## src/rtl/rr_mux_scheduler.sv

```systemverilog
// Round-robin scheduler sharing one registered valid/ready output among
// three requesters (alpha, beta, gamma) with bursts of at most BURST_MAX beats.
module rr_mux_scheduler #(
  parameter int W         = 8,
  parameter int BURST_MAX = 4
) (
  input  logic         clk,
  input  logic         reset,
  input  logic [2:0]   req,
  input  logic [W-1:0] alpha,
  input  logic [W-1:0] beta,
  input  logic [W-1:0] gamma,
  output logic [2:0]   ack,
  output logic [W-1:0] out,
  output logic         out_valid,
  input  logic         out_ready,
  output logic [1:0]   sel,
  output logic         cs
);

  typedef enum logic {IDLE = 1'b0, GRANT = 1'b1} state_t;

  localparam logic [3:0] BURST_LAST = 4'(BURST_MAX - 1);

  state_t       state_r, state_s;
  logic [1:0]   owner_r, owner_s;
  logic [1:0]   last_r, last_s;
  logic [3:0]   count_r, count_s;
  logic [W-1:0] out_r;
  logic         out_valid_r;
  logic [1:0]   sel_r;
  logic         cs_r;
  logic         load_s;
  logic         own_req_s;
  logic [W-1:0] data_s;
  logic [2:0]   ack_s;

  // First requester found searching upward from the one after the last owner.
  function automatic logic [1:0] rr_pick(input logic [2:0] r, input logic [1:0] l);
    logic [1:0] p0, p1, p2;
    case (l)
      2'd0:    begin p0 = 2'd1; p1 = 2'd2; p2 = 2'd0; end
      2'd1:    begin p0 = 2'd2; p1 = 2'd0; p2 = 2'd1; end
      default: begin p0 = 2'd0; p1 = 2'd1; p2 = 2'd2; end
    endcase
    if (r[p0]) begin
      rr_pick = p0;
    end else if (r[p1]) begin
      rr_pick = p1;
    end else begin
      rr_pick = p2;
    end
  endfunction

  // Owner-indexed request bit, data mux and one-hot acknowledge.
  always_comb begin
    own_req_s = 1'b0;
    data_s    = gamma;
    ack_s     = 3'b000;
    case (owner_r)
      2'd0:    begin own_req_s = req[0]; data_s = alpha; ack_s = 3'b001; end
      2'd1:    begin own_req_s = req[1]; data_s = beta;  ack_s = 3'b010; end
      2'd2:    begin own_req_s = req[2]; data_s = gamma; ack_s = 3'b100; end
      default: begin own_req_s = 1'b0;   data_s = gamma; ack_s = 3'b000; end
    endcase
  end

  // Next-state, burst counting and load decision.
  always_comb begin
    state_s = state_r;
    owner_s = owner_r;
    last_s  = last_r;
    count_s = count_r;
    load_s  = 1'b0;
    ack     = 3'b000;
    case (state_r)
      IDLE: begin
        if (req != 3'b000) begin
          state_s = GRANT;
          owner_s = rr_pick(req, last_r);
          count_s = 4'd0;
        end else begin
          state_s = IDLE;
        end
      end
      GRANT: begin
        // Reset suppresses the beat so an aborted burst never acks.
        load_s = own_req_s && (!out_valid_r || out_ready) && !reset;
        if (load_s) begin
          ack     = ack_s;
          count_s = count_r + 4'd1;
          if (count_r == BURST_LAST) begin
            state_s = IDLE;
            last_s  = owner_r;
          end else begin
            state_s = GRANT;
          end
        end else if (!own_req_s) begin
          state_s = IDLE;
          last_s  = owner_r;
        end else begin
          state_s = GRANT;
        end
      end
      default: begin
        state_s = IDLE;
      end
    endcase
  end

  // State, output register and registered owner indication.
  always_ff @(posedge clk) begin
    if (reset) begin
      state_r     <= IDLE;
      owner_r     <= 2'd0;
      last_r      <= 2'd2;
      count_r     <= 4'd0;
      out_r       <= '0;
      out_valid_r <= 1'b0;
      sel_r       <= 2'b00;
      cs_r        <= 1'b0;
    end else begin
      state_r <= state_s;
      owner_r <= owner_s;
      last_r  <= last_s;
      count_r <= count_s;
      if (load_s) begin
        out_r       <= data_s;
        out_valid_r <= 1'b1;
      end else if (out_valid_r && out_ready) begin
        out_valid_r <= 1'b0;
      end
      cs_r  <= (state_s == GRANT);
      sel_r <= (state_s == GRANT) ? owner_s : 2'b00;
    end
  end

  assign out       = out_r;
  assign out_valid = out_valid_r;
  assign sel       = sel_r;
  assign cs        = cs_r;

endmodule
```

## config.mk

```make
export PLATFORM = sky130hd
export DESIGN_NAME = rr_mux_scheduler
export DESIGN_NICKNAME = d
export VERILOG_FILES = /design/src/rtl/rr_mux_scheduler.sv
export SDC_FILE = /design/constraint.sdc
export NUM_CORES = 1
export LEC_CHECK = 0
export ABC_AREA = 1
export ABC_CLOCK_PERIOD_IN_PS = 1550
export CAP_MARGIN = 20
export CORE_ASPECT_RATIO = 0.8
export CORE_MARGIN = 1.5
export CORE_UTILIZATION = 39
export CTS_BUF_LIST = sky130_fd_sc_hd__clkbuf_8
export DETAILED_ROUTE_END_ITERATION = 16
export HOLD_SLACK_MARGIN = 0.05
export PLACE_DENSITY = 0.74
export SETUP_SLACK_MARGIN = 0.4
export SLEW_MARGIN = 20
export SYNTH_ARGS = -nofsm -noshare
export SYNTH_HDL_FRONTEND = slang
export SYNTH_SLANG_ARGS = --single-unit
```

## constraint.sdc

```tcl
create_clock -name clk -period 1.55 [get_ports clk]
set_clock_uncertainty 0.2 [all_clocks]
set_input_delay 0.31 -clock clk [delete_from_list [all_inputs] [get_ports clk]]
set_output_delay 0.31 -clock clk [all_outputs]
set_load 0.005 [all_outputs]
```

# Word level (Yosys, flattened, before mapping)
# Cells that the tools add are included.
# classes
n_addsub	1
mul	0
n_div	0
n_lt_le_gt_ge	2
n_eq_ne	8
shift	0
n_mux	34
n_bitwise	2
reduce_logical	13
# op_table
cell	n
$mux 2	11
$pmux 8 s2	1
$pmux 2 s2	3
$mux 1	9
$pmux 3 s3	1
$mux 4	2
$pmux 4 s2	1
$lt 2x3->1 const B	2
$mux 3	2
$ne 2x1->1 const B	3
$add 4x1->4 const B	1
$bmux 1 s2	2
$eq 2x1->1 const B	2
$eq 4x2->1 const B	1
$logic_not 2->1	2
$logic_and 1x1->1	3
$pmux 1 s3	1
$reduce_and 3->1	1
$reduce_bool 3->1	1
$eq 2x2->1 const B	1
$logic_not 1->1	2
$ne 2x2->1 const B	1
$not 1->1	2
$pmux 1 s2	1
4 further kinds	4
# totals
register_bits	20
latchBits	0
mem_bits_rw	0
romBits	0
inputBits	30
output_inout_bits	15
elab_cells	67
n_memories	0

# Logic depth before layout (Yosys ltp)
# depth
word_depth	10
ltp_mapped	8
ltp_nobuf	8

# Worst setup path after synthesis
# No wires, ideal clock.
# synth_timing
kind	input port to output port
startpoint	input reset
endpoint	output ack[0]
arrival_time_ps	1141
required_time_ps	1040
path_slack_ps	-101
stages	7
path_buffers	2
cell_sequence	buf_2 inv_1 nand2_1 nor2_1 nand2_4 buf_6 nor3_1
# synth_via
elab_chain_len	4
# synth_rtl
element	line_no	text
start: declaration	8	input logic reset,
$logic_not 1->1	88	load_s = own_req_s && (!out_valid_r || out_ready) && !reset;
$logic_and 1x1->1	88	
$mux 3	89	if (load_s) begin
$mux 3	76	case (state_r)
end: declaration	13	output logic [2:0] ack,
# Every way passes these cells.

# Final worst setup path
# layout_timing
startpoint	register owner_r[0]
endpoint	output ack[2]
# layout_via
elab_chain_len	6
elab_cells_between_ends	9
cone_classes	eq/ne: 2; mux: 4; reduce/logical: 3
# layout_rtl
element	line_no	text
start: declaration	26	logic [1:0] owner_r, owner_s;
start signal: assignment	124	owner_r <= owner_s;
$eq 2x2->1 (tied with other cells)	60	case (owner_r)
$pmux 1 s3	60	
$logic_and 1x1->1 (2 in a row)	88	
$mux 3 (*)	89	
$mux 3 (*)	76	
# Mark *: on every way between the ends. The rest lies on a longest branch, timed or not.

==> results by group <==
Clocking
  – Worst-Skew Late Latency: 0.26 ns
  – Clk pin slew, worst setup/hold paths: 0.08 ns
  – CTS root buf: clkbuf_8
  – CTS buffer count: 3
  – TritonCTS clock tree: done
  – Htree depth: 1
  – Clk buf depth: 2
  – Hold_buf cts: 0
  – Clk sinks: 20

Finish
  – Layout area overhead: 103%
  – Post-route cell area: approximately 2200 um^2
  – Most frequent cells in the layout: 43 x nand2_1, 24 x clkdlybuf4s50_1, 21 x buf_6, 21 x buf_4, 20 x nor2_1
  – Layout cells sized above 1: 50.0%
  – Commonest non-fill, non-tap cell in the layout: nand2_1
  – Final Util: 85.6%
  – FILL cells: about 160
  – Fin cells: 284
  – Final nets: 280
  – Antenna cell count: 0

Yosys
  – Synthesized net count: 196
  – Synth area leader: dfxtp_1
  – Syn_area_per_cell: 6.45 um^2
  – Synth top area share: 37.6%
  – Sequential share of the synthesized area: 37.6%
  – Synth Warn #: 0
  – Yosys cell types: 22
  – Cells after synthesis: 165
  – Post-Syn Area: 1060 um^2
  – Synthesized flop and latch total: 20
  – Ranking of synthesized cells by area: dfxtp_1 38%, nand2_1 19%, nand3_1 8.5%

Timing
  – Final Hold Viols: 0
  – Worst slew margin: 76.1%
  – Max Freq: 554 MHz
  – Fin crit period: about 1.8 ns
  – Final TNS setup: -1.79 ns
  – Final Max Slew Viols: 0
  – Final setup viols: 22
  – Actual slew at the worst max-slew pin: 0.358 ns
  – Final period util: 117%
  – Setup WS post-layout: -0.256 ns
  – RSZ-0062 raised after global routing: true
  – Hold WS: 0.284 ns

Routing
  – Vias post-DR: roughly 1500
  – Via density: 5.13
  – Post-route ant nets: 0
  – DR WL/cell: 15.1 um
  – Top Metal Used: met4
  – DR DRC count: 0
  – Met2 WL: 2.30 mm
  – Routed length on met3: 177 um
  – First-pass DRT Iterations: 4
  – Initial drt markers: between 80 and 90
  – Total Wirelength: 4.30 mm
  – M1 wire length: 1.75 mm

GRT
  – Global-route wire length before repair: 6.35 mm
  – Initial antenna violation count: 0
  – Largest net degree at the start of global routing: 16
  – Number of global-route vias before repair: 1416
  – GRT overflow: 0
  – Total global-route track usage: 28.1%

Critical path
  – CP Data Arrival Time: 1.30 ns
  – FF-to-FF path depth: 11
  – CP Class: reg2out
  – Critical Path End: ack[2]
  – Worst Setup Start Kind: register
  – Setup crit end kind: output port
  – Worst R2R End: out_valid
  – Register-to-register setup slack: -0.16 ns
  – R2r startpoint: out_valid
  – Crit path required time: 1.04 ns
  – CP max FO: 5
  – CP startpoint: owner_r[0]

Run status
  – Violated checks: setup timing
  – Status: complete, but fails checks

Floorplanning
  – DIE HEIGHT: 49.7 um
  – Starting Density: 42.2%
  – Total I/O pin count: 45
  – Std-Cell Rows: 16
  – Die area: 3050 um^2
  – Core ar.: 2520 um^2
  – Die W: 61.4 um

Power
  – Max VDD drop: 740 uV
  – Leak Pwr: 0.000968 uW
  – PwrDens: 809 nW/um^2

Placed design
  – Placer congestion estimate: 0.834
  – Dpl hpwl: 2.50 mm
  – I/O Buffers: 44
  – # placed instances: 257
  – Placed Area: 1700 um^2

Job
  – Max_cap viols: 0

Min path
  – Type of the tightest min-delay check: reg2reg
==> report_power, final <==
group / total (uW) / switching [uW] / internal, uW / leakage (uW)
Combinational: 617 / 313 / 305 / 0.000761
Clock: 537 / 192 / 345 / 0.0000357
Sequential: 593 / 36.5 / 556 / 0.000171
==> worst min-delay path by stage <==
stage	startpoint	endpoint	slack (ns)	cells after the start
after floorplan	last_r[0]	last_r[0]	0.27	2
after global placement	out[5]	out[5]	0.26	2
after detailed placement	out[3]	out[3]	0.27	2
after CTS	out[5]	out[5]	0.28	2
after global routing	out[4]	out[4]	0.30	2
final	out[4]	out[4]	0.28	2
==> sequential cells by signal, summed over array words and instances (netlist names) <==
| signal | count |
|---|---|
| count_r | 4 |
| cs | 1 |
| last_r | 2 |
| out | 8 |
| out_valid | 1 |
| owner_r | 2 |
| sel | 2 |
==> final cells by class <==
type / count / area, um^2 / share of cell area (%)
inverters: 13 / 58.8 / 2.72
clock inverters: 1 / 30.0 / 1.39
flip-flops and latches: 20 / 429 / 19.9
clock buffers: 3 / 41.3 / 1.91
multi-input cells: 128 / 791 / 36.6
repair buffers: 83 / 763 / 35.4
well taps: 36 / 45.0 / 2.09
==> cells by family after synthesis <==
| group | after synthesis | synth area share [%] |
|---|---|---|
| AO/OA/AOI/OAI | 17 | 8.82 |
| XOR/XNOR | 1 | 0.824 |
| adder cells (fa/ha/maj) | 1 | 1.18 |
| buffers and inverters | 17 | 6.94 |
| flip-flops | 20 | 37.6 |
| AND/OR/NAND/NOR | 109 | 44.6 |
==> critical path, cell delays in order (launching register included) <==
cell and delay, ns:
dfxtp_4 0.37, nor2_4 0.13, nand2_2 0.09, nand3_4 0.12, nand2_8 0.08, nor3_4 0.11
buf_2 0.13
==> synth_stat cells, drive strengths merged <==
| cell type | n |
|---|---|
| a21oi | 8 |
| buf | 3 |
| clkbuf | 1 |
| dfxtp | 20 |
| ha | 1 |
| inv | 13 |
| nand2 | 56 |
| nand3 | 20 |
| nand4 | 3 |
| nor2 | 26 |
| nor3 | 4 |
| o21ai | 8 |
| o22ai | 1 |
| xnor2 | 1 |
==> through the flow <==
step / worst slack [ns] / power [uW]
3_3_place_gp: -0.777 / 1020
2_1_floorplan: -0.00578 / 811
5_1_grt: -0.309 / 1830
3_5_place_dp: -0.810 / 1040
4_1_cts: -0.303 / 1630
6_report: -0.256 / 1750
==> layer usage <==
metal  vias to the layer above  global-route usage [%]
li1                        705                       -
met3                        10                    5.25
met2                        52                    52.3
met1                       689                    31.5
met4                         0                    8.16
met5                         -                       0
==> timing repair <==
| action | in CTS | in global routing |
|---|---|---|
| resized for setup | 122 | 35 |
| setup buffers | 16 | 6 |
| cloned | 0 | 1 |
| endpoints found under the setup margin | 35 | 35 |
| pin swaps | 17 | 16 |
No activity file was read; power rests on OpenSTA's default activity.
